<file path="src/rtl/clc_key.sv">
// clc_key: shared-secret engine K = r^x mod p.
// Right-to-left square-and-multiply built on a bit-serial interleaved
// shift-add modular multiplier that consumes one multiplier bit per clock.
module clc_key #(
  parameter int WIDTH = 32
) (
  input  logic             clk,
  input  logic             rst,
  input  logic             st,
  input  logic [WIDTH-1:0] r,
  input  logic [WIDTH-1:0] x,
  input  logic [WIDTH-1:0] p,
  output logic [WIDTH-1:0] key,
  output logic             busy,
  output logic             done,
  output logic             err
);

  localparam int CW = (WIDTH > 1) ? $clog2(WIDTH) : 1;

  typedef enum logic [2:0] {IDLE, RED, CHK, MULR, MULB, DONE} state_t;

  state_t           state_q, state_d;
  logic [WIDTH-1:0] r_q, r_d, p_q, p_d, e_q, e_d;
  logic [WIDTH-1:0] res_q, res_d, base_q, base_d;
  logic [WIDTH:0]   acc_q, acc_d;
  logic [CW-1:0]    cnt_q, cnt_d;
  logic [WIDTH-1:0] key_q, key_d;
  logic             err_q, err_d, done_q, done_d, busy_q, busy_d;

  // Multiplier datapath: operand selection and one reduction step
  logic [WIDTH-1:0] mm_a, mm_b, mm_res;
  logic [WIDTH+1:0] t, pw;
  logic             a_bit, mm_last;

  // Pick multiplier operands for the active state and compute one step
  always_comb begin
    mm_a = r_q;
    mm_b = WIDTH'(1);
    case (state_q)
      MULR:    begin mm_a = res_q;  mm_b = base_q; end
      MULB:    begin mm_a = base_q; mm_b = base_q; end
      default: begin mm_a = r_q;    mm_b = WIDTH'(1); end
    endcase
    a_bit   = mm_a[CW'(WIDTH-1) - cnt_q];
    mm_last = (cnt_q == CW'(WIDTH-1));
    pw      = {2'b00, p_q};
    t       = {acc_q, 1'b0};
    if (t >= pw) t = t - pw;
    if (a_bit)   t = t + {2'b00, mm_b};
    if (t >= pw) t = t - pw;
    mm_res  = t[WIDTH-1:0];
  end

  // Sequencer: next state, operand updates and result capture
  always_comb begin
    state_d = state_q;
    r_d     = r_q;
    p_d     = p_q;
    e_d     = e_q;
    res_d   = res_q;
    base_d  = base_q;
    acc_d   = acc_q;
    cnt_d   = cnt_q;
    key_d   = key_q;
    err_d   = err_q;
    done_d  = 1'b0;

    // Shared multiplier stepping for RED/MULR/MULB; acc and cnt rearm on the last bit
    if (state_q == RED || state_q == MULR || state_q == MULB) begin
      acc_d = t[WIDTH:0];
      cnt_d = cnt_q + 1'b1;
      if (mm_last) begin
        acc_d = '0;
        cnt_d = '0;
      end
    end

    case (state_q)
      IDLE: begin
        if (st) begin
          r_d     = r;
          p_d     = p;
          e_d     = x;
          res_d   = WIDTH'(1);
          acc_d   = '0;
          cnt_d   = '0;
          state_d = RED;
        end
      end
      RED: begin
        // Invalid modulus is caught on the first RED cycle, so no arithmetic runs
        if (p_q < WIDTH'(2)) begin
          acc_d   = '0;
          cnt_d   = '0;
          key_d   = '0;
          err_d   = 1'b1;
          done_d  = 1'b1;
          state_d = DONE;
        end else if (mm_last) begin
          base_d  = mm_res;
          state_d = CHK;
        end
      end
      CHK: begin
        if (e_q == '0) begin
          key_d   = res_q;
          err_d   = 1'b0;
          done_d  = 1'b1;
          state_d = DONE;
        end else if (e_q[0]) begin
          state_d = MULR;
        end else begin
          state_d = MULB;
        end
      end
      MULR: begin
        if (mm_last) begin
          res_d   = mm_res;
          state_d = MULB;
        end
      end
      MULB: begin
        if (mm_last) begin
          base_d  = mm_res;
          e_d     = e_q >> 1;
          state_d = CHK;
        end
      end
      DONE:    state_d = IDLE;
      default: state_d = IDLE;
    endcase

    busy_d = (state_d != IDLE) && (state_d != DONE);
  end

  // State and datapath registers with asynchronous active-low clear
  always_ff @(posedge clk or negedge rst) begin
    if (!rst) begin
      state_q <= IDLE;
      r_q     <= '0;
      p_q     <= '0;
      e_q     <= '0;
      res_q   <= '0;
      base_q  <= '0;
      acc_q   <= '0;
      cnt_q   <= '0;
      key_q   <= '0;
      err_q   <= 1'b0;
      done_q  <= 1'b0;
      busy_q  <= 1'b0;
    end else begin
      state_q <= state_d;
      r_q     <= r_d;
      p_q     <= p_d;
      e_q     <= e_d;
      res_q   <= res_d;
      base_q  <= base_d;
      acc_q   <= acc_d;
      cnt_q   <= cnt_d;
      key_q   <= key_d;
      err_q   <= err_d;
      done_q  <= done_d;
      busy_q  <= busy_d;
    end
  end

  assign key  = key_q;
  assign err  = err_q;
  assign done = done_q;
  assign busy = busy_q;

endmodule

</file>
<file path="config.mk">
export PLATFORM = sky130hd
export DESIGN_NAME = clc_key
export DESIGN_NICKNAME = d
export VERILOG_FILES = /design/src/rtl/clc_key.sv
export SDC_FILE = /design/constraint.sdc
export NUM_CORES = 1
export LEC_CHECK = 0
export ABC_AREA = 1
export CAP_MARGIN = 5
export CORE_ASPECT_RATIO = 0.9
export CORE_UTILIZATION = 55
export DETAILED_ROUTE_END_ITERATION = 10
export HOLD_SLACK_MARGIN = 0.06
export PLACE_DENSITY = 0.87
export SETUP_SLACK_MARGIN = 0.5
export SLEW_MARGIN = 10
export SYNTH_ARGS = -nofsm -noshare
export SYNTH_HDL_FRONTEND = slang
export SYNTH_SLANG_ARGS = --single-unit
</file>
<file path="constraint.sdc">
create_clock -name clk -period 14.64 [get_ports clk]
set_clock_uncertainty 0.05 [all_clocks]
set_input_delay 2.196 -clock clk [delete_from_list [all_inputs] [get_ports clk]]
set_output_delay 2.196 -clock clk [all_outputs]
set_load 0.005 [all_outputs]
</file>
==> impl_metrics.ini <==
[outcome]
status = completed

[global_routing]
grt_pass1_vias = 18400
grt_overflow = 0
grt_usage_pct = 40.1
grt_max_degree = 102
grt_pass1_wl_um = 105000
grt_antenna_before_repair = 3

[clock_network]
cts_buffers = 27
hold_buffers = 0
clk_pin_slew_worst_paths_ps = 60
insertion_delay_ps = 590
cts_sinks = 236
cts-root-buf = clkbuf_16
h-tree-depth = 1
cts_tree = yes
postCtsResizedCells = 0
cts_buffer_depth = 3
cts_setup_buffers = 0

[logic_synthesis]
synthArstFlopShare_pct = 100
syn_inst = 2741
yosys_warnings = 0
syn_nets = 2941
synth.top_cell.area_share_pct = 32.2
synth_cell_types = 48
yosys-top-cells-area = dfrtp_1 (32%), nand2_1 (14%), inv_1 (7.4%)
synth-main-ff-cell = dfrtp_1
avgSynthCellArea_um2 = 6.70
synth-edff-count = 0
yosysTopAreaCell = dfrtp_1
yosys_register_bits = 236
ys_seq_area_share_pct = 32.2
syn_area_mm2 = 0.0184

[critical_path]
rr_startpoint = acc_q[18]
slowest_delay_ps = 800
crit_start = acc_q[18]
path_max_fanout = 53
start_kind = register
cp.required_ps = 15020
slowest_stage = nor4_1
cp_common_cell = nand2_1
critPathArrivalTime_ps = 9400
worstSetupPathType = register to register
rr_worst_depth = 33
end_kind = register

[floorplan]
die_h_um = 175
start_util_pct = 55.9
num_rows = 63
fp.dieArea_mm2 = 0.0341
io_pins = 134
die_w_um = 195
coreArea_mm2 = 0.0329

[cells_and_area]
drive_above_1_share_pct = 4.72
final_cells = 3259
final_cell_mix = nand2_1 (704), inv_1 (361), nor2_1 (271), nand3_1 (250), dfrtp_1 (236)
final_common_cell = nand2_1
nNetsFinal = 3015
syn_to_final_growth_pct = 13.0

[min_path]
hold_depth = 2
min-delay-start = key[14]
hold_path_class = register to register

[route]
dr.pass1.iters = 8
met3WireLength_um = 6930
drtIter0Drc = 2241
routed_via_density = 6.03
drcViolationCount = 0
wire_per_inst_um = 21.2
highest_layer = met5
wirelength_um = 69100
vias = 19600
routedLengthMet1_um = 28700
wl_met2_um = 30800
antenna_left = 0

[sta]
final-hold-violation-count = 0
rsz0062_at_grt = false
setup_ws_ps = 5620
drv_slew = 0
period_needed_ps = 9020
fmax_mhz = 111
report.final.setup_viol = 0
worst_pin_slew_ps = 1250
fin_setup_tns_ps = 0
maxSlewHeadroom_pct = 16.7
timing.final.crit_share_pct = 61.6

[place]
place_ws_ps = 6010
port_buffers = 133
place.gp.congestion = 1.00
dp_cells = 3208
dp_hpwl_um = 52500

[job]
drv_cap = 0
## metrics by stage
| step | cell area [µm²] | utilization [%] | hold WS, ps |
|---|---|---|---|
| floorplan | 18400 | - | 409 |
| global placement | 19900 | 60.5 | 404 |
| detailed placement | 19900 | 60.5 | 408 |
| CTS | 20800 | 63.1 | 423 |
| global route | 20800 | 63.1 | 449 |
| finish | 20800 | 63.1 | 423 |
## path summary, 6_finish.rpt
kind                                  end  slack [ps]
worst min register to register    key[14]         420
worst max register to register  acc_q[23]        5620
worst min-delay path              key[14]         420
min in group asynchronous         e_q[18]        1560
worst max-delay path            acc_q[23]        5620
max in group asynchronous       acc_q[18]       10530
## worst max-delay path, delay by kind of cell, from the launching register on
family | cells | cell delay (ps)
AND/OR/NAND/NOR | 22 | 5280
adder cells (fa/ha/maj) | 4 | 1250
AO/OA/AOI/OAI | 4 | 1110
flip-flops | 1 | 450
buffers and inverters | 2 | 450
XOR/XNOR | 1 | 200
## routing by layer
metal | GRT usage [%] | vias to the layer above
li1 | - | 9076
met1 | 54.7 | 9269
met2 | 63.1 | 1096
met3 | 7.93 | 197
met4 | 14.5 | 2
met5 | 0 | -
## Yosys cell counts (30+ instances only)
master and number:
a21oi_1 169, clkbuf_1 66, dfrtp_1 236, ha_1 98, inv_1 362, mux2_2 30, nand2_1 707, nand3_1 250
nand4_1 38, nor2_1 271, o211ai_1 34, o21ai_0 178, o21ai_1 35, xnor2_1 33, xor2_1 39
## cells by family (layout without fill, tap and decap cells)
group / count (synthesis) / after routing / share of synthesized area [%]
buffers and inverters: 478 / 573 / 10.3
XOR/XNOR: 72 / 72 / 3.43
adder cells (fa/ha/maj): 101 / 101 / 7.00
AND/OR/NAND/NOR: 1347 / 1347 / 31.0
AO/OA/AOI/OAI: 477 / 477 / 14.3
flip-flops: 236 / 236 / 32.2
multiplexers: 30 / 30 / 1.84
other: 0 / 1 / 0
## flip-flops by register name, indices dropped and copies added, names as in the netlist, 5 cells and up
signal,cells
res_q,32
base_q,32
p_q,32
key,32
acc_q,33
r_q,32
e_q,32
cnt_q,5
## final cells by class
| cell class | instances | area (µm²) |
|---|---|---|
| fill | 3009 | 12100 |
| antenna | 1 | 2.50 |
| clock buffer | 39 | 761 |
| inverter | 374 | 1410 |
| timing repair buffer | 149 | 1460 |
| tap | 422 | 528 |
| multi-input combinational | 2027 | 10600 |
| sequential | 236 | 5910 |
| clock inverter | 11 | 110 |
Power is left out: the tool's default activity adds up to more than one toggle a clock period on the data nets, which glitch-free logic cannot reach.
